[src/rtl/mem_ctl_pkg.sv]
// Shared types for the memory-controller front end: arbiter state encoding and
// the default read-return watchdog limit.
package mem_ctl_pkg;

  typedef enum logic [2:0] {
    IDLE    = 3'd0,
    REQ     = 3'd1,
    REL     = 3'd2,
    RD_WAIT = 3'd3,
    RD_ACK  = 3'd4
  } state_t;

  localparam int TMO_DEFAULT = 64;

endpackage

[src/rtl/rr_pick2.sv]
// Two-way round-robin pick: a lone requester wins outright; on a tie the
// requester that was not served last wins.
module rr_pick2 (
  input  logic [1:0] req,
  input  logic       last,
  output logic       gnt,
  output logic       any
);

  assign any = |req;
  assign gnt = (&req) ? ~last : req[1];

endmodule

[src/rtl/mem_arb2.sv]
// Round-robin arbiter/sequencer letting two requesters share one mem_ctl_io:
// grant, latch the command, run the din handshake and, for reads, the dout one.
module mem_arb2
  import mem_ctl_pkg::*;
#(
  parameter int AW  = 8,
  parameter int DW  = 8,
  parameter int TMO = TMO_DEFAULT
) (
  input  logic            clk,
  input  logic            rst,
  input  logic [1:0]      rq_din_valid,
  input  logic [1:0]      rq_wen,
  input  logic [2*AW-1:0] rq_addr,
  input  logic [2*DW-1:0] rq_wdata,
  output logic [1:0]      rq_din_ack,
  output logic [1:0]      rq_dout_valid,
  input  logic [1:0]      rq_dout_ack,
  output logic [DW-1:0]   rq_rdata,
  output logic [1:0]      rq_err,
  output logic            din_valid,
  output logic            wen,
  output logic [AW-1:0]   addr,
  output logic [DW-1:0]   wdata,
  input  logic            din_ack,
  input  logic            dout_valid,
  input  logic [DW-1:0]   rdata,
  output logic            dout_ack,
  output logic            busy
);

  localparam int            TW   = $clog2(TMO);
  localparam logic [TW-1:0] TMAX = TW'(TMO - 1);

  state_t        state;
  logic          last;
  logic          gnt_q;
  logic [TW-1:0] timer;
  logic          pick;
  logic          pick_any;

  rr_pick2 u_pick (
    .req  (rq_din_valid),
    .last (last),
    .gnt  (pick),
    .any  (pick_any)
  );

  // Watchdog counter holds at its limit instead of wrapping.
  function automatic logic [TW-1:0] sat_inc(input logic [TW-1:0] t);
    return (t == TMAX) ? t : t + 1'b1;
  endfunction

  always_ff @(posedge clk or negedge rst) begin
    if (!rst) begin
      state         <= IDLE;
      last          <= 1'b1;
      gnt_q         <= 1'b0;
      timer         <= '0;
      rq_din_ack    <= '0;
      rq_dout_valid <= '0;
      rq_rdata      <= '0;
      rq_err        <= '0;
      din_valid     <= 1'b0;
      wen           <= 1'b0;
      addr          <= '0;
      wdata         <= '0;
      dout_ack      <= 1'b0;
      busy          <= 1'b0;
    end else begin
      rq_err <= '0;
      case (state)
        IDLE: begin
          if (pick_any) begin
            gnt_q     <= pick;
            last      <= pick;
            wen       <= pick ? rq_wen[1] : rq_wen[0];
            addr      <= pick ? rq_addr[2*AW-1:AW] : rq_addr[AW-1:0];
            wdata     <= pick ? rq_wdata[2*DW-1:DW] : rq_wdata[DW-1:0];
            din_valid <= 1'b1;
            busy      <= 1'b1;
            state     <= REQ;
          end
        end
        REQ: begin
          if (din_ack) begin
            din_valid         <= 1'b0;
            rq_din_ack[gnt_q] <= 1'b1;
            state             <= REL;
          end
        end
        REL: begin
          // Both sides of the din handshake must have released before moving on.
          if (!din_ack && !rq_din_valid[gnt_q]) begin
            rq_din_ack <= '0;
            if (wen) begin
              busy  <= 1'b0;
              state <= IDLE;
            end else begin
              timer <= '0;
              state <= RD_WAIT;
            end
          end
        end
        RD_WAIT: begin
          timer <= sat_inc(timer);
          if (dout_valid) begin
            rq_rdata             <= rdata;
            rq_dout_valid[gnt_q] <= 1'b1;
            state                <= RD_ACK;
          end else if (timer == TMAX) begin
            rq_err[gnt_q] <= 1'b1;
            busy          <= 1'b0;
            state         <= IDLE;
          end
        end
        RD_ACK: begin
          if (rq_dout_ack[gnt_q]) dout_ack <= 1'b1;
          if (!dout_valid) rq_dout_valid <= '0;
          // Finish only after the requester has raised and then dropped its ack.
          if (dout_ack && !rq_dout_ack[gnt_q]) begin
            dout_ack      <= 1'b0;
            rq_dout_valid <= '0;
            busy          <= 1'b0;
            state         <= IDLE;
          end
        end
        default: begin
          busy  <= 1'b0;
          state <= IDLE;
        end
      endcase
    end
  end

endmodule

[config.mk]
export PLATFORM = sky130hd
export DESIGN_NAME = mem_arb2
export DESIGN_NICKNAME = d
export VERILOG_FILES = /design/src/rtl/mem_ctl_pkg.sv /design/src/rtl/rr_pick2.sv /design/src/rtl/mem_arb2.sv
export SDC_FILE = /design/constraint.sdc
export NUM_CORES = 1
export LEC_CHECK = 0
export BUFFER_PORTS_ARGS = -buffer_cell sky130_fd_sc_hd__buf_2
export CAP_MARGIN = 20
export CORE_MARGIN = 4
export CORE_UTILIZATION = 52
export CTS_CLUSTER_DIAMETER = 200
export CTS_CLUSTER_SIZE = 16
export DETAILED_ROUTE_END_ITERATION = 8
export PLACE_DENSITY = 0.81
export SLEW_MARGIN = 20
export SYNTH_ARGS = -nofsm -noshare
export SYNTH_HDL_FRONTEND = slang
export SYNTH_SLANG_ARGS = --single-unit
[constraint.sdc]
create_clock -name clk -period 2.1 [get_ports clk]
set_input_delay 0.21 -clock clk [delete_from_list [all_inputs] [get_ports clk]]
set_output_delay 0.21 -clock clk [all_outputs]
set_load 0.005 [all_outputs]
==> results by stage, run 1 <==
STA:
- Summed over all failing endpoints, the final setup total negative slack is 0 ps.
- The count of pins over their slew limit came to 0.
- The post-route worst setup slack is 357 ps.
- The number of failing hold endpoints at the final stage is 0.
- Measured against its own limit, the worst slew margin works out to 64.6%.
- The post-route minimum period is 1740 ps.
- Setup violations remaining at the end of the flow were counted as 0.
- The post-route clock period utilization is 83.0%.
- Setup repair after global routing left no endpoint under its margin.
- For the final database, setup skew stands at 6.88 ps.
- The transition time of the tightest slew-check pin is 531 ps.
- The maximum clock frequency is 574 MHz.

Yosys:
- The synthesized design spends more area on one cell type than any other, namely dfrtp_1.
- The number of flops mapped to enable cells by yosys is 0.
- The post-synthesis async set-or-reset flop share is 100%.
- The share of the Yosys chip area taken by registers is 52.6%.
- Synthesis inferred 45 register bits.
- The share of Yosys cell area claimed by the top area cell type is 51.4%.
- The cell area that synthesis handed to floorplanning was ~0.0021 mm^2.
- The average footprint of a synthesized cell is around 10 um^2.
- In this run, distinct cell masters in the synthesized netlist total 41.
- The dominant synthesized flop cell is dfrtp_1.
- The Yosys step of the flow raised 0 warnings.
- After synthesis, the cell types taking the most area are dfrtp_1 51%, mux2i_1 9.3%, o21ai_0 5.1%, nand2_1 4.4%, mux2_2 4.2%.
- Counting every instance in the synthesized netlist gives 207.
- Synthesis produced a netlist with a net count of 258.

Run:
- The tool flagged a number of max-cap violations equal to 0.

Placed design:
- Detailed placement ended at an HPWL of 3.65 mm.
- The placer congestion estimate is 0.830.
- The standard cell area after detailed placement is roughly 0.0026 mm^2.
- The number of buffers added on ports is 83.
- The worst setup timing slack at the placement stage is 362 ps.

Drt:
- After detailed routing, the total wire length is 4.81 mm.
- In the detailed route, the total length drawn on met2 is 2.35 mm.
- The number of detailed-route iterations in the first pass is 4.
- In the routed design, unresolved DRC markers number 0.
- The number of violations reported at the end of detailed-routing iteration 0 is 150.
- In the final routing, the length of wire on met1 measures 2.08 mm.
- For this block, the via count after detailed routing is 1856.
- After detailed routing, the average wire length per cell comes to 14.0 um.
- The highest layer touched by signal routing is met4.
- After detailed routing, the number of vias per cell comes to 5.41.
- The met3 routed wirelength is 278 um.
- In this run the remaining antenna-violating nets after routing total 0.

Die:
- The die is 72.2 um wide.
- The floorplan step defined a die boundary enclosing between 0.005 and 0.006 mm^2.
- The number of I/O pins is 84.
- The die is around 72 um tall.
- The effective utilization at floorplan is 53.6%.
- The number of placement rows is 23.
- The core box area is 0.00400 mm^2.

Clocking:
- In this run, CTS created clock tree buffers numbering 5.
- The clock sink count is 45.
- The post-CTS setup-driven buffer insertion count is 0.
- The clock root buffer is clkbuf_8.
- The CTS tree is done.
- The maximum count of clock buffers along a single path is 2.
- The H-tree was split into 2 levels.
- The CTS clock-pin slew for the worst setup and hold paths is 80 ps.
- Gates resized during post-CTS repair numbered 0.
- Clock latency on the worst-skew pair, taken at its later pin, is 290 ps.

Layout:
- Of the cells placed in the final design, the portion with a size suffix greater than 1 is 37.9%.
- The synthesis-to-finish area growth is 27.0%.
- The net count of the finished layout is 343.
- The finished cells cover 0.00272 mm^2.
- The number of antenna cells inserted is 0.

Worst setup path:
- Setup slack on the worst reg-to-reg path comes out at 360 ps.
- STA classifies the critical path endpoint as a flip-flop.
- The arrival time reported for the critical path endpoint is 1920 ps.
- In this run the worst path has a maximum fanout of 21.
- The endpoint of the lowest-slack register-to-register path is addr[0].
- At the worst endpoint, the required time is between 2000 and 2500 ps.
- The worst-case reg-to-reg path depth is 5.
- The startpoint-to-endpoint class of the critical path is reg2reg.
- STA classifies the critical path startpoint as a flip-flop.
- The origin of the critical flop-to-flop path is state[2].

Pwr:
- The power density over the cells is about 1300 mW/mm^2.
- For this design the static power due to leakage is 0.00135 uW.
- The largest vdd supply drop is approximately 0.0008 V.

Hold path:
- The launch point of the worst hold path is rdata[3].
- The number of cells on the worst hold path is 2.
- In this run the worst hold path is classified as in2reg.
- For hold timing, the worst endpoint is rq_rdata[3].

GRT:
- The combined global-route utilization of all metal layers is 20.0%.
- Entering global routing, the biggest net connects 25 pins.
- The number of global-route vias before repair is 1794.
- The first global-routing pass estimated just over 8 mm of wire.
- The residual overflow from global routing is 0.
- The number of antenna violations at the first check in global routing was 0.

Status:
- The run finished with clean final reports.
-- routing by layer --
metal  vias to the layer above  GRT usage, %
met3                        12          4.71
met5                         -             0
li1                        920             -
met1                       861          26.4
met4                         0          8.14
met2                        63          31.6
-- report_power, final --
part	internal [uW]	leakage, uW	switching, uW
clock	267	0.0000445	278
combinational	686	0.000752	732
sequential	1280	0.000552	309
total	2230	0.00135	1320
-- repair_timing --
item | 4_1_cts | 5_1_grt
hold buffers | 1 | 0
setup endpoints to repair | 0 | 0
endpoints found under the hold margin | 21 | 0
-- kinds of logic after synthesis --
family	after synthesis	synth area share (%)
buf+inv	13	3.04
fa+ha+maj	1	0.584
mux	28	13.5
simple gates	77	18.1
flops	45	52.6
compound gates	43	12.1
-- state kept, by name, indices dropped and copies added (netlist names) --
register,count
din_valid,1
wdata,8
rq_err,2
addr,8
busy,1
last,1
rq_din_ack,2
wen,1
timer,6
rq_dout_valid,2
rq_rdata,8
gnt_q,1
dout_ack,1
state,3
-- stage by stage --
stage / hold slack, ps / util, % / cells / power, uW
floorplan: -85.6 / - / 207 / 2440
global placement: 213 / 65.4 / 334 / 2960
detailed placement: 216 / 65.4 / 334 / 3020
CTS: 138 / 68.0 / 343 / 3570
global route: 136 / 68.0 / 343 / 3840
finish: 141 / 68.0 / 343 / 3550
-- synth_stat cells (2+ instances only) --
| cell | count |
|---|---|
| dfrtp_1 | 44 |
| nand2_1 | 25 |
| o21ai_0 | 22 |
| mux2i_1 | 20 |
| nor2_1 | 15 |
| nand3_1 | 10 |
| a21oi_1 | 8 |
| mux2_2 | 8 |
| nor3_1 | 5 |
| buf_2 | 4 |
| clkbuf_1 | 4 |
| and3_1 | 3 |
| buf_4 | 3 |
| nand2b_1 | 3 |
| o311ai_0 | 3 |
| inv_1 | 2 |
| nand3b_1 | 2 |
| nand4_1 | 2 |
| or3_1 | 2 |
-- cells in the final DEF, fill, tap and decap left out, types with 4 or more instances in the layout --
cell type	instances
dfrtp_1	44
nor2_1	15
buf_2	83
buf_4	4
a21oi_1	8
mux2_2	8
nor3_1	5
mux2i_1	20
nand3_1	10
nand2_1	25
o21ai_0	22
clkbuf_8	6
-- worst max-delay path by stage --
stage                         from          end  slack [ps]  cells past startpoint
after floorplan           state[1]  rq_rdata[0]         680                      5
after global placement    state[2]     wdata[0]         480                      5
after detailed placement  state[2]     wdata[0]         360                      5
after CTS                 state[2]      addr[0]         360                      5
after global routing      state[2]     wdata[3]         180                      5
final                     state[2]      addr[0]         360                      5
-- worst max-delay path: stages, from the launching register on --
cell	delay [ps]
dfrtp_1	510
nor3_1	420
o21ai_2	280
buf_4	270
nand2_1	80
o21ai_0	70
-- cell type report --
cell class / instances / area, um^2
clock buffer: 7 / 86.3
clock inverter: 1 / 7.51
fill: 304 / 1280
inverter: 2 / 7.51
multi-input combinational: 149 / 955
sequential: 45 / 1130
tap: 50 / 62.6
timing repair buffer: 89 / 475
Power figures use the tool's default switching activity.
==> inputs of run 2 (changes only) <==
CORE_UTILIZATION = 44   (was 52)
PLACE_DENSITY = 0.72   (was 0.81)
clock period = 1.59 ns   (was 2.1 ns; I/O delays follow)
==> run 2 against run 1 <==
Compared with the run above: via count is 1.4% lower; critical path depth shrank 1; count of clock-buffer cells in the layout decreased by 1; global-route usage shrank 3.0 points; non-clock buffer count increased by 6; largest cell class unchanged; largest power group unchanged.
==> results by stage, run 2 (synthesized netlist as in run 1, its figures left out) <==
Worst setup path:
- The worst-case reg-to-reg path depth was 4 (-1).
- The arrival time reported for the critical path endpoint is 1690 ps (-230 ps).
- The critical path is of the reg2reg type.
- In this run the critical register-to-register path is launched from state[2].
- STA classifies the critical path endpoint as a flip-flop.
- The largest fanout on the critical path is 12 (-43%).
- The setup slack on the worst flop-to-flop path is 130 ps (-230 ps).
- In this run the critical register-to-register path is captured at timer[5].
- The required time of the worst setup path is 1820 ps (-460 ps).
- The startpoint type of the worst setup path is a flip-flop.

Drt:
- The routed wire length is 4.81 mm (+0.15%).
- The number of detailed-route iterations in the first pass was 4 (unchanged).
- The final antenna-violating net count came to 0 (unchanged).
- The met2 wirelength from detailed routing came to 2.32 mm (-1.2%).
- The met1 wire length is 2.17 mm (+4.1%).
- The met3 routed wirelength is 282 um (+1.4%).
- The top routing layer in use is met4.
- The DRC violations left was 0 (unchanged).
- The total number of vias is 1830 (-1.4%).
- The detailed-route wire length per cell was 13.2 um (-6.1%).
- The average via count per standard cell is 5.00 (-7.6%).
- The number of violations reported at the end of detailed-routing iteration 0 came to 62 (-59%).

Clocking:
- The maximum count of clock buffers along a single path is 2 (unchanged).
- The H-tree level count is 2 (unchanged).
- The number of clock buffers inserted by TritonCTS is 5 (unchanged).
- The insertion delay of the later-clocked pin in the worst-skew pair came to 290 ps (about the same).
- The clock root buffer is clkbuf_8.
- The post-CTS setup-driven buffer insertion count came to 0 (unchanged).
- The CTS tree is done.
- The CTS clock-pin slew for the worst setup and hold paths is 90 ps (about the same).
- The clock sink count is 45 (unchanged).

Pwr:
- The net load switching power is 1770 uW (+34%).
- The largest vdd supply drop came to 0.000870 V (+12%).
- The clock share of power is 17.4% (+2.0 points).
- The combinational share of power is 40.1% (about the same).
- The static leakage is 0.00138 uW (+2.7%).
- The power density over the cells was 1740 mW/mm^2 (+34%).
- The sequential fraction of design power is 42.5% (-2.2 points).
- The fraction of power spent switching nets is 36.0% (-1.2 points).
- The design internal power is 3140 uW (+41%).

Hold path:
- The number of cells on the worst hold path was 2 (unchanged).
- The endpoint with the worst hold slack is rq_rdata[3].
- In this run the most critical hold path is launched from rdata[3].
- The worst min-delay path class is in2reg.

Layout:
- In the layout the commonest cells are 83 x buf_2, 43 x dfrtp_1, 25 x nand2_1.
- The total number of nets in the final design came to 349 (+1.7%).
- The share of layout cells above drive strength 1 was 40.5% (+2.6 points).
- In the final layout, the registers with the most flip-flops are addr (8), rq_rdata (8), wdata (8).
- The number of antenna cells inserted is 0 (unchanged).
- The area of all placed cells without fillers was 0.00282 mm^2 (+3.4%).
- From synthesis to final layout, the design area changed by 31.3%.
- Leaving out fill and tap cells, the most frequent cell in the layout is buf_2.
- The final core utilization is 59.6% (-8.4 points).
- The number of fillers in the final layout came to 426 (+40%).

STA:
- The maximum clock frequency is 684 MHz (+19%).
- The summed negative setup slack over all endpoints is 0 ps (unchanged).
- The post-route minimum period came to 1460 ps (-280 ps).
- The post-route clock period utilization is 92.0% (+9.0 points).
- The clock skew after layout is 8.47 ps (+1.59 ps).
- The setup violation total in the final timing report is 0 (unchanged).
- The number of failing hold endpoints at the final stage was 0 (unchanged).
- Setup repair after global routing left no endpoint under its margin.
- The transition time of the tightest slew-check pin is 451 ps (-79.6 ps).
- The worst-case headroom to the max-slew limit is 69.9% (+5.3 points).
- The count of pins over their slew limit was 0 (unchanged).

Placed design:
- The detailed placer's ending HPWL is 3.73 mm (+2.2%).
- The placer congestion estimate is 0.841 (+1.3%).
- The number of buffers added on ports is 83 (unchanged).
- The standard cell area after detailed placement is 0.00268 mm^2 (+2.5%).

Die:
- The height of the die is 77.8 um (+7.7%).
- The number of placement rows was 25 (+8.7%).
- The number of I/O pins was 84 (unchanged).
- The overall die area is 0.00605 mm^2 (+16%).
- The effective utilization at floorplan is 45.4% (-8.2 points).
- The core box area was 0.00472 mm^2 (+18%).
- The overall die width is 77.8 um (+7.7%).

GRT:
- The number of antenna violations at the first check in global routing was 0 (unchanged).
- The number of global-route vias before repair is 1855 (+3.4%).
- The global-route wire length before repair was 8.34 mm (+2.3%).
- The residual overflow from global routing was 0 (unchanged).
- The combined global-route utilization of all metal layers is 17.0% (-3.0 points).
- The largest net degree at the start of global routing came to 28 (+12%).

Status:
- The run finished with clean final reports.

Run:
- The number of max-cap violations is 0 (unchanged).
[run 2: critical path, cell delays in order, from the launching register on]
cell and delay, ps:
dfrtp_2 480, and3b_2 340, nand3_1 110, or3_1 320
a21oi_1 140
[run 2: worst max path at each step]
stage	start	endpoint	slack [ps]	cells past startpoint
floorplan	state[1]	rq_rdata[0]	170	5
global placement	state[2]	rq_rdata[2]	100	3
detailed placement	state[2]	timer[5]	50	4
CTS	state[2]	timer[5]	30	4
global route	gnt_q	timer[1]	3	4
finish	state[2]	timer[5]	130	4
[run 2: area by class of cell]
type                       instances  area (um^2)  share of cell area, %
tap                               67         83.8                   2.98
inverter                           2         7.51                  0.267
timing repair buffer              95          520                   18.5
sequential                        45         1130                   40.1
clock buffer                       6         72.6                   2.58
clock inverter                     2         38.8                   1.38
multi-input combinational        149          963                   34.2
[run 2: what timing repair did]
| item | 4_1_cts | 5_1_grt |
|---|---|---|
| endpoints found under the setup margin | 0 | 11 |
| hold buffers | 1 | 0 |
| endpoints found under the hold margin | 18 | 0 |
| gates resized for setup | 0 | 5 |
[run 2: metrics by stage]
step / std cells / total power [uW] / setup slack (ps) / hold slack, ps
2_1_floorplan: 207 / 3220 / 173 / -137
3_3_place_gp: 357 / 4020 / 97.6 / 145
3_5_place_dp: 357 / 4080 / 49.5 / 134
4_1_cts: 366 / 4940 / 30.4 / 81.5
5_1_grt: 366 / 5330 / 3.22 / 71.1
6_report: 366 / 4910 / 127 / 91.5
[run 2: power by group through the flow]
stage	sequential [uW]	combinational (uW)	clock, uW
floorplan	2040	1170	0
global placement	2100	1920	0
detailed placement	2090	1990	0
CTS	2080	1990	876
global route	2170	2240	933
finish	2090	1970	853
[run 2: per-layer routing]
metal / vias up / track usage (%)
met5: - / 0
met4: 0 / 5.16
met3: 4 / 4.06
met2: 61 / 27.8
met1: 837 / 22.3
li1: 928 / -
